===== src/rtl/spi_bus_arbiter.sv =====
// Arbitrates a single-port register RAM between the SPI slave bus (never stalled)
// and a host req/ack port, keeping a read-data shadow of mem[spi address].
module spi_bus_arbiter #(
  parameter int ADDR_W = 8,
  parameter int DATA_W = 8
) (
  input  logic              i_clk,
  input  logic              i_reset,
  input  logic [ADDR_W-1:0] i_spi_addr,
  input  logic [DATA_W-1:0] i_spi_wdata,
  input  logic              i_spi_wr,
  output logic [DATA_W-1:0] o_spi_rdata,
  output logic              o_spi_overrun,
  input  logic              i_host_req,
  input  logic              i_host_we,
  input  logic [ADDR_W-1:0] i_host_addr,
  input  logic [DATA_W-1:0] i_host_wdata,
  output logic              o_host_ack,
  output logic [DATA_W-1:0] o_host_rdata,
  output logic              o_mem_en,
  output logic              o_mem_we,
  output logic [ADDR_W-1:0] o_mem_addr,
  output logic [DATA_W-1:0] o_mem_wdata,
  input  logic [DATA_W-1:0] i_mem_rdata,
  output logic [2:0]        o_dbg_state
);

  localparam logic [2:0] S_IDLE        = 3'd0;
  localparam logic [2:0] S_SPI_WR      = 3'd1;
  localparam logic [2:0] S_SPI_RD      = 3'd2;
  localparam logic [2:0] S_SPI_RD_WAIT = 3'd3;
  localparam logic [2:0] S_HOST_ACC    = 3'd4;
  localparam logic [2:0] S_HOST_DONE   = 3'd5;

  logic [2:0]        state, state_d;
  logic [ADDR_W-1:0] spi_addr_q;
  logic              rd_pend, wr_pend;
  logic [ADDR_W-1:0] wr_addr;
  logic [DATA_W-1:0] wr_data;
  logic              host_we_q;
  logic [ADDR_W-1:0] host_addr_q;
  logic [DATA_W-1:0] host_wdata_q;
  logic              host_grant;
  logic              rd_set;

  assign o_dbg_state = state;

  // Host handshake: i_host_req is held until the one-cycle o_host_ack pulse;
  // command fields are sampled on grant, and the ack cycle never re-grants.
  assign host_grant = (state == S_IDLE) && !wr_pend && !rd_pend &&
                      i_host_req && !o_host_ack;

  // Any event that may leave the shadow stale schedules a refresh read.
  assign rd_set = (i_spi_addr != spi_addr_q) ||
                  ((state == S_SPI_WR) && (wr_addr == spi_addr_q)) ||
                  ((state == S_HOST_ACC) && host_we_q && (host_addr_q == spi_addr_q));

  always_comb begin
    state_d = state;
    case (state)
      S_IDLE: begin
        if (wr_pend)         state_d = S_SPI_WR;
        else if (rd_pend)    state_d = S_SPI_RD;
        else if (host_grant) state_d = S_HOST_ACC;
      end
      S_SPI_WR:      state_d = S_IDLE;
      S_SPI_RD:      state_d = S_SPI_RD_WAIT;
      S_SPI_RD_WAIT: state_d = S_IDLE;
      S_HOST_ACC:    state_d = S_HOST_DONE;
      S_HOST_DONE:   state_d = S_IDLE;
      default:       state_d = S_IDLE;
    endcase
  end

  always_comb begin
    o_mem_en    = 1'b0;
    o_mem_we    = 1'b0;
    o_mem_addr  = '0;
    o_mem_wdata = '0;
    case (state)
      S_SPI_WR: begin
        o_mem_en    = 1'b1;
        o_mem_we    = 1'b1;
        o_mem_addr  = wr_addr;
        o_mem_wdata = wr_data;
      end
      S_SPI_RD: begin
        o_mem_en   = 1'b1;
        o_mem_addr = spi_addr_q;
      end
      S_HOST_ACC: begin
        o_mem_en    = 1'b1;
        o_mem_we    = host_we_q;
        o_mem_addr  = host_addr_q;
        o_mem_wdata = host_wdata_q;
      end
      default: ;
    endcase
  end

  always_ff @(posedge i_clk) begin
    if (i_reset) begin
      state         <= S_IDLE;
      spi_addr_q    <= '0;
      rd_pend       <= 1'b1;
      wr_pend       <= 1'b0;
      wr_addr       <= '0;
      wr_data       <= '0;
      host_we_q     <= 1'b0;
      host_addr_q   <= '0;
      host_wdata_q  <= '0;
      o_spi_rdata   <= '0;
      o_spi_overrun <= 1'b0;
      o_host_ack    <= 1'b0;
      o_host_rdata  <= '0;
    end else begin
      state      <= state_d;
      spi_addr_q <= i_spi_addr;
      // A new address arriving during the refresh wins over the clear.
      rd_pend    <= rd_set || (rd_pend && (state != S_SPI_RD));

      // A write landing in SPI_WR replaces a buffer already being written, so nothing is lost.
      if (i_spi_wr) begin
        wr_pend <= 1'b1;
        wr_addr <= i_spi_addr;
        wr_data <= i_spi_wdata;
        if (wr_pend && (state != S_SPI_WR)) o_spi_overrun <= 1'b1;
      end else if (state == S_SPI_WR) begin
        wr_pend <= 1'b0;
      end

      if (host_grant && !wr_pend && !rd_pend) begin
        host_we_q    <= i_host_we;
        host_addr_q  <= i_host_addr;
        host_wdata_q <= i_host_wdata;
      end

      if (state == S_SPI_RD_WAIT) o_spi_rdata <= i_mem_rdata;

      o_host_ack <= (state == S_HOST_DONE);
      if ((state == S_HOST_DONE) && !host_we_q) o_host_rdata <= i_mem_rdata;
    end
  end

endmodule


===== config.mk =====
export PLATFORM = sky130hd
export DESIGN_NAME = spi_bus_arbiter
export DESIGN_NICKNAME = d
export VERILOG_FILES = /design/src/rtl/spi_bus_arbiter.sv
export SDC_FILE = /design/constraint.sdc
export NUM_CORES = 1
export LEC_CHECK = 0
export CAP_MARGIN = 15
export CORE_MARGIN = 2
export CORE_UTILIZATION = 40
export DETAILED_ROUTE_END_ITERATION = 8
export DONT_BUFFER_PORTS = 1
export RECOVER_POWER = 25
export SETUP_SLACK_MARGIN = 0.2
export SYNTH_ARGS = -nofsm -noshare
export SYNTH_HDL_FRONTEND = slang
export SYNTH_SLANG_ARGS = --single-unit

===== constraint.sdc =====
create_clock -name i_clk -period 3.35 [get_ports i_clk]
set_clock_uncertainty 0.1 [all_clocks]
set_input_delay 0 -clock i_clk [delete_from_list [all_inputs] [get_ports i_clk]]
set_output_delay 0 -clock i_clk [all_outputs]
set_load 0.005 [all_outputs]

==> Word-level counts from Yosys, hierarchy flattened <==
Index checks and enable logic that the tools add are counted.
Widths: inputs -> output; s select.
{ "word_totals": {"reg_bits": 64, "inputBits": 45, "output_inout_bits": 39, "elab_cells": 57} }
{ "classes": {"eq_ne": 11, "n_mux": 10, "n_reduce_logical": 23} }
{ "op_table": {"columns": ["cell", "n"], "rows": [
  ["$pmux 8 s3", 1],
  ["$eq 8x8->1", 2],
  ["$pmux 8 s2", 1],
  ["$logic_and 1x1->1", 12],
  ["$mux 3", 3],
  ["$pmux 3 s3", 1],
  ["$ne 8x8->1", 1],
  ["$eq 3x2->1 const B", 2],
  ["$eq 3x3->1 const B", 2],
  ["$logic_not 1->1", 4],
  ["$ne 4x4->1 const B", 1],
  ["$eq 3x1->1 const B", 1],
  ["$logic_not 3->1", 1],
  ["$logic_or 1x1->1", 3],
  ["$mux 1", 3],
  ["$ne 3x1->1 const B", 1],
  ["$ne 3x2->1 const B", 1],
  ["$reduce_or 3->1", 1],
  ["$pmux 1 s2", 1],
  ["$reduce_and 2->1", 1],
  ["$reduce_bool 2->1", 1]
]} }

==> Logic depth before layout (Yosys ltp) <==
Gate-level depths: netlist of run 1.
{ "depth": {"ltp_word": 9, "mapped_depth": 7, "mapped_depth_nobuf": 4} }

==> Worst setup path after synthesis of run 1 <==
No wires, ideal clock.
{ "synth_path": {"path_kind": "reg2reg", "from": "register state[1], in the netlist o_dbg_state[1]", "to": "register host_addr_q[0]", "setup_time_ns": 0.124, "arrival_time_ns": 1.569, "t_required_ns": 3.126, "slack_ns": 1.557, "stages_incl_launch_ff": 8, "path_buffers": 3, "period_less_slack_ns": 1.793, "path_cell_list": "dfxtp_1 clkbuf_2 or4_4 nor3_2 buf_6 buf_12 mux2i_1 nor2_1"} }
{ "synth_between": {"elab_chain_cells": 7} }
{ "synth_lines": {"columns": ["element", "line_no", "rtl"], "rows": [
  ["start: declaration", "35", "logic [2:0] state, state_d;"],
  ["start signal: assignment", "117", "state <= state_d;"],
  ["$logic_not 3->1", "50", "assign host_grant = (state == S_IDLE) && !wr_pend && !rd_pend &&"],
  ["$logic_and 1x1->1 (3 in series)", "50", null],
  ["$logic_and 1x1->1", "51", "i_host_req && !o_host_ack;"],
  ["$logic_and 1x1->1 (2 in series)", "132", "if (host_grant && !wr_pend && !rd_pend) begin"],
  ["end signal: assignment", "134", "host_addr_q <= i_host_addr;"],
  ["end: declaration", "41", "logic [ADDR_W-1:0] host_addr_q;"]
]} }
Every way passes these cells.
A chain may end at the register's enable or synchronous reset.

==> Worst setup path after layout of run 1 <==
{ "layout_path": {"from": "register state[2], in the netlist o_dbg_state[2]", "to": "register o_spi_rdata[3]"} }
{ "layout_between": {"elab_chain_cells": 1} }
{ "layout_lines": {"columns": ["element", "line_no", "rtl"], "rows": [
  ["$eq 3x2->1", "138", "if (state == S_SPI_RD_WAIT) o_spi_rdata <= i_mem_rdata;"],
  ["end signal: assignment", "138", null],
  ["end: declaration", "12", "output logic [DATA_W-1:0] o_spi_rdata,"]
]} }
Every way passes these cells.

==> out/results.tsv, run 1 <==
stage	metric	value	unit
detailed_routing	wl_per_cell	15.94	um
grt	grt_pass1_vias	2216	
synthesis	ys_seq_elements	64	
detailed_routing	first_pass_iters	4	
cts	cts_max_path_buffers	2	
placement	dpl_cell_area	2800	um2
synthesis	synth_area_leaders	dfxtp_1 46%, mux2i_1 15%, nor2_1 6.5%	
worst_setup_path	worstPathMaxFanout	23	
detailed_routing	vias	2248	
synthesis	post-synth-top-count-cell	dfxtp_1	
timing	rsz0062_at_grt	false	
grt	overflow	0	
placement	gp_congestion	0.7790	
final_layout	areaGrowthSynthToFinish	28.36	%
detailed_routing	drc	0	
synthesis	synthFlopType	dfxtp_1	
hold_path	min_path_cells	3	
power	p_leak	1.451	nW
worst_setup_path	crit_cells	4	
cts	h-tree-depth	3	
floorplanning	num_rows	30	
status	outcome	complete, no violations	
floorplanning	ios	84	
synthesis	synth-edff-count	0	
detailed_routing	drt_iter0_markers	77	
worst_setup_path	r2r_start	o_dbg_state[2]	
floorplanning	die_height	87.22	um
cts	cts_buffers	9	
detailed_routing	wl	6.838	mm
hold_path	hold_path_class	input port to flop	
worst_setup_path	slowest_delay	0.79	ns
hold_path	holdCritStartpoint	i_mem_rdata[3]	
synthesis	synth_commonest_cells	64 x dfxtp_1, 48 x nor2_1, 41 x mux2i_1	
worst_setup_path	crit_arrival	2.56	ns
timing	fmax	411.1	MHz
timing	relSlewSlack	0.2622	
final_layout	final_cells	429	
power	ir_drop	273.6	uV
worst_setup_path	path_delay_family	flip-flops	
worst_setup_path	reg2reg_to	o_spi_rdata[3]	
cts	cts_sinks	64	
synthesis	ys_warn_count	0	
cts	clkTransAtPathRegs	0.07	ns
placement	placedCellCount	359	
synthesis	syn_avg_cell_area	9.422	um2
detailed_routing	ant_nets	0	
synthesis	synth_cell_types	32	
synthesis	syn_inst	294	
worst_setup_path	worstPathRequired	3.47	ns
timing	final-hold-violation-count	0	
job	max-cap-violations	0	
power	powerDensity	461.9	nW/um2
timing	fin_crit_sh	0.7260	
floorplanning	initial_utilization	0.4100	
final_layout	fillers	635	
timing	finalSetupViolations	0	
worst_setup_path	critPathKind	flop to flop	
synthesis	yosys.area.top_type_share	0.4625	
worst_setup_path	cp_cell_sequence	nand3b_1 -> mux2i_1 -> nor2_1 -> dlygate4sd3_1	
grt	grt_use_total	0.1881	
synthesis	yosysSeqAreaShare	0.4625	
final_layout	drive_gt1_frac	0.06877	
worst_setup_path	crit_path_end_kind	flop	
grt	grt_pass1_wl	10.87	mm
cts	clock_latency	0.34	ns
placement	hpwl	4.178	mm
hold_path	hold_end	o_host_rdata[3]	
final_layout	multi_input_area	1385	um2
floorplanning	core_area	6756	um2
detailed_routing	viasPerCell	5.240	
worst_setup_path	reg2reg_depth	4	
worst_setup_path	start_kind	flop	
worst_setup_path	cp_num_buf_inv	1	
grt	grt_antenna_before_repair	0	
floorplanning	dieWidth	87.22	um
final_layout	diodes	0	
cts	cts_root_buf	clkbuf_8	
timing	worst_slew_pin_slew	1.103	ns
synthesis	syn-num-nets	339	
worst_setup_path	reg2reg_setup_slack	0.92	ns
final_layout	final_area	3556	um2
placement	port_buffers	0	
worst_setup_path	slowest_stage	dfxtp_1	
floorplanning	die_area	7607	um2
grt	grt_max_degree	64	
final_layout	seq_area	1281	um2
timing	fin_setup_tns	0	ns
cts	post_cts_buffers	0	
timing	drv_slew	0	
final_layout	nets	389	
synthesis	synth_area_leader_cell	dfxtp_1	
synthesis	ys_async_sr_fraction	0	
cts	tritoncts	done	
timing	min_period	2.432	ns
synthesis	syn-cell-area	2770	um2
[per-stage QoR]
stage          power (mW)  hold slack [ns]  worst slack (ns)  utilization
6_report            1.642           0.2415            0.9178       0.5263
5_1_grt             1.725           0.2170            0.8248       0.5263
4_1_cts             1.668           0.2126             1.008       0.5263
3_5_place_dp       0.9291         -0.02349             1.197       0.4144
3_3_place_gp       0.9267         -0.02604             1.235       0.4144
2_1_floorplan      0.9190          0.02816             1.557            -
[kinds of logic (layout without fill, tap and decap cells)]
kind of cell,count (synthesis),count (layout),share of synthesized area
mux,41,41,0.1481
compound gates,39,39,0.09350
xor+xnor,24,24,0.07588
buf+inv,20,75,0.04155
simple gates,106,106,0.1784
flops,64,64,0.4625
[sequential cells by signal, indices dropped and copies added, names as in the netlist]
name,count
host_addr_q,8
host_wdata_q,8
host_we_q,1
o_dbg_state,3
o_host_ack,1
o_host_rdata,8
o_spi_overrun,1
o_spi_rdata,8
rd_pend,1
spi_addr_q,8
wr_addr,8
wr_data,8
wr_pend,1
[area by class of cell]
| cell class | instances | share of cell area |
|---|---|---|
| well taps | 80 | 0.02815 |
| inverters | 1 | 0.001056 |
| repair buffers | 58 | 0.1654 |
| flip-flops and latches | 64 | 0.3603 |
| clock buffers | 11 | 0.03976 |
| clock inverters | 5 | 0.01583 |
| multi-input cells | 210 | 0.3895 |
[per-layer routing]
layer,GRT usage,vias to the layer above,part of all wire
met5,0,-,0
met4,0.06014,0,0.014
met3,0.07962,7,0.080
met2,0.3158,84,0.49
met1,0.2168,1050,0.42
li1,-,1107,-
[where the power goes]
part	switching [mW]	internal [mW]	total [mW]	leakage [nW]
combinational	0.0812	0.0921	0.173	0.829
sequential	0.0274	0.785	0.812	0.522
clock	0.294	0.363	0.657	0.0993
total	0.403	1.24	1.64	1.45
[worst max-delay path by stage]
| stage | start | endpoint | slack [ns] |
|---|---|---|---|
| detailed placement | o_dbg_state[2] | host_wdata_q[3] | 1.20 |
| global placement | o_dbg_state[2] | host_wdata_q[0] | 1.24 |
| CTS | o_dbg_state[2] | o_spi_rdata[6] | 1.01 |
| finish | o_dbg_state[2] | o_spi_rdata[3] | 0.92 |
| global route | o_dbg_state[2] | o_spi_rdata[3] | 0.82 |
| floorplan | o_dbg_state[1] | host_addr_q[0] | 1.56 |
[worst register-to-register path, delay by kind of cell (launching register included)]
kind | cells | cell delay [ns]
flops | 1 | 0.79
simple gates | 2 | 0.57
buf+inv | 1 | 0.56
mux | 1 | 0.30
[cells in the final DEF (no fill, tap or decap), types with 6 or more instances in the layout]
cell type / count
a22oi_1: 8
dfxtp_1: 64
nand2_1: 26
a21oi_1: 10
a22o_1: 8
clkbuf_8: 10
o21ai_0: 8
xor2_1: 18
dlygate4sd3_1: 53
mux2i_1: 41
nor2b_1: 10
nor2_1: 48
xnor2_1: 6
[repair_timing]
item	in CTS	in global routing
hold buffers	54	0
resized for setup	0	0
hold endpoints to repair	64	0
(Power assumes the default switching activity.)
==> run 2: changes to the inputs <==
Clock period 3.35 ns to 2.29 ns, I/O delays scaled along.
==> run 2 against run 1 <==
- global-route usage decreased by 0.11 points
- non-clock buffer count shrank 5
- sequential power rose by 47%
- via count is 2.1% lower
- critical path depth is 1 higher
- combinational power is 46% higher
- core utilization grew 0.20 points
- critical path type unchanged
- largest power group is now the clock network
==> out/results.tsv, run 2 (synthesized netlist as in run 1, its figures left out) <==
stage	metric	value	unit	change
final_layout	layout_common_cells	64 x dfxtp_1, 48 x nor2_1, 46 x dlygate4sd3_1		
placement	placedCellCount	361		+0.56%
detailed_routing	wl_per_cell	15.97	um	+0.17%
timing	rsz0062_at_grt	false		
grt	grt_pass1_wl	10.92	mm	+0.44%
final_layout	areaGrowthSynthToFinish	28.86	%	
worst_setup_path	crit_arrival	2.00	ns	-0.56 ns
placement	port_buffers	0		unchanged
worst_setup_path	worstPathMaxFanout	18		-22%
cts	post_cts_buffers	0		unchanged
floorplanning	initial_utilization	0.4100		unchanged
worst_setup_path	reg2reg_setup_slack	0.40	ns	-0.51 ns
floorplanning	num_rows	30		unchanged
timing	fin_crit_sh	0.8237		+0.09768
grt	grt_use_total	0.1870		-0.001099
final_layout	final_common_cell	dfxtp_1		
worst_setup_path	worstPathRequired	2.41	ns	-1.06 ns
cts	cts_root_buf	clkbuf_8		
final_layout	final_cells	424		-1.2%
detailed_routing	wl	6.770	mm	-0.99%
cts	h-tree-depth	3		unchanged
cts	tritoncts	done		
cts	clkTransAtPathRegs	0.07	ns	about the same
worst_setup_path	cp_cell_sequence	or4_4 -> nor3_4 -> buf_12 -> mux2i_1 -> nor2_1		
grt	grt_pass1_vias	2199		-0.77%
final_layout	multi_input_area	1385	um2	unchanged
cts	cts_max_path_buffers	2		unchanged
worst_setup_path	r2r_start	o_dbg_state[0]		
floorplanning	die_area	7607	um2	unchanged
worst_setup_path	crit_path_end_kind	flop		
placement	gp_congestion	0.7030		-9.8%
power	powerDensity	743.2	nW/um2	+61%
final_layout	fillers	639		+0.63%
timing	final-hold-violation-count	0		unchanged
hold_path	min_path_cells	3		unchanged
detailed_routing	drc	0		unchanged
status	outcome	complete, no violations		
hold_path	hold_end	host_wdata_q[6]		
worst_setup_path	critPathKind	flop to flop		
worst_setup_path	slowest_stage	or4_4		
floorplanning	die_height	87.22	um	unchanged
timing	min_period	1.886	ns	-0.5459 ns
detailed_routing	ant_nets	0		unchanged
placement	hpwl	4.132	mm	-1.1%
power	p_leak	1.444	nW	-0.48%
job	max-cap-violations	0		unchanged
timing	drv_slew	0		unchanged
timing	finalSetupViolations	0		unchanged
detailed_routing	first_pass_iters	4		unchanged
floorplanning	dieWidth	87.22	um	unchanged
worst_setup_path	slowest_delay	0.53	ns	-0.26 ns
worst_setup_path	reg2reg_to	host_addr_q[3]		
cts	cts_sinks	64		unchanged
final_layout	diodes	0		unchanged
timing	relSlewSlack	0.2235		-0.03870
power	ir_drop	424.5	uV	+55%
worst_setup_path	reg2reg_depth	5		+1
power	p_total	2.653	mW	+62%
detailed_routing	drt_iter0_markers	84		+9.1%
cts	cts_buffers	9		unchanged
worst_setup_path	start_kind	flop		
cts	clock_latency	0.33	ns	about the same
floorplanning	ios	84		unchanged
grt	grt_antenna_before_repair	0		unchanged
final_layout	drive_gt1_frac	0.07849		+0.009720
hold_path	holdCritStartpoint	i_host_wdata[6]		
floorplanning	core_area	6756	um2	unchanged
timing	fin_setup_tns	0	ns	unchanged
timing	fmax	530.1	MHz	+29%
grt	overflow	0		unchanged
hold_path	hold_path_class	input port to flop		
grt	grt_max_degree	64		unchanged
final_layout	seq_area	1281	um2	unchanged
detailed_routing	vias	2201		-2.1%
final_layout	nets	384		-1.3%
timing	worst_slew_pin_slew	1.161	ns	+0.05786 ns
detailed_routing	viasPerCell	5.191		-0.94%
[run 2: cell count changes in the layout (fill, tap and decap cells not counted)]
cell / delta
buf_4: +1
clkinv_2: -1
bufinv_16: +2
clkinv_4: -1
buf_12: +1
dlygate4sd3_1: -7
clkbuf_8: +1
clkbuf_1: -1
[run 2: how the worst max path moves through the flow]
stage | start | slack [ns] | endpoint | depth (start not counted)
floorplan | o_dbg_state[1] | 0.50 | host_addr_q[0] | 7
global placement | o_dbg_state[0] | 0.51 | host_addr_q[2] | 5
detailed placement | o_dbg_state[0] | 0.45 | host_wdata_q[3] | 5
CTS | o_dbg_state[0] | 0.43 | host_wdata_q[3] | 5
global route | o_dbg_state[0] | 0.31 | host_wdata_q[7] | 5
finish | o_dbg_state[0] | 0.40 | host_addr_q[3] | 5
[run 2: power breakdown]
part           internal, mW  total [mW]  switching (mW)
Sequential             1.15        1.19          0.0386
Combinational         0.134       0.252           0.119
Clock                 0.781        1.21           0.433
Total                  2.06        2.65           0.590
[run 2: critical path: cells and delay by family, from the launching register on]
| family | cells | cell delay (ns) |
|---|---|---|
| and+or+nand+nor | 3 | 0.82 |
| buffers and inverters | 1 | 0.21 |
| DFF | 1 | 0.39 |
| muxes | 1 | 0.24 |
[run 2: final cells by class]
class                   instances  area share
clock buffers                  11     0.04241
clock inverters                 5     0.02874
inverters                       1    0.001052
multi-input cells             210      0.3880
flip-flops and latches         64      0.3589
well taps                      80     0.02804
repair buffers                 53      0.1528
[run 2: layer usage]
layer | vias up | track usage | wire (um)
li1 | 1089 | - | -
met1 | 1028 | 0.2234 | 2905
met2 | 77 | 0.3109 | 3287
met3 | 7 | 0.07583 | 505
met4 | 0 | 0.05175 | 71
met5 | - | 0 | 0
[run 2: repair_timing]
action	4_1_cts	5_1_grt
endpoints found under the hold margin	64	0
hold buffers	47	0
gates resized for setup	0	0
[run 2: stage by stage]
stage                     worst slack (ns)  utilization  hold slack, ns  instance area [um2]
final                               0.4037       0.5283          0.2531                 3570
after global routing                0.3063       0.5283          0.2379                 3570
after floorplan                     0.4969            -         0.02816                 2770
after detailed placement            0.4533       0.4185        -0.02439                 2828
after global placement              0.5100       0.4185        -0.02664                 2828
after CTS                           0.4252       0.5283          0.2292                 3570
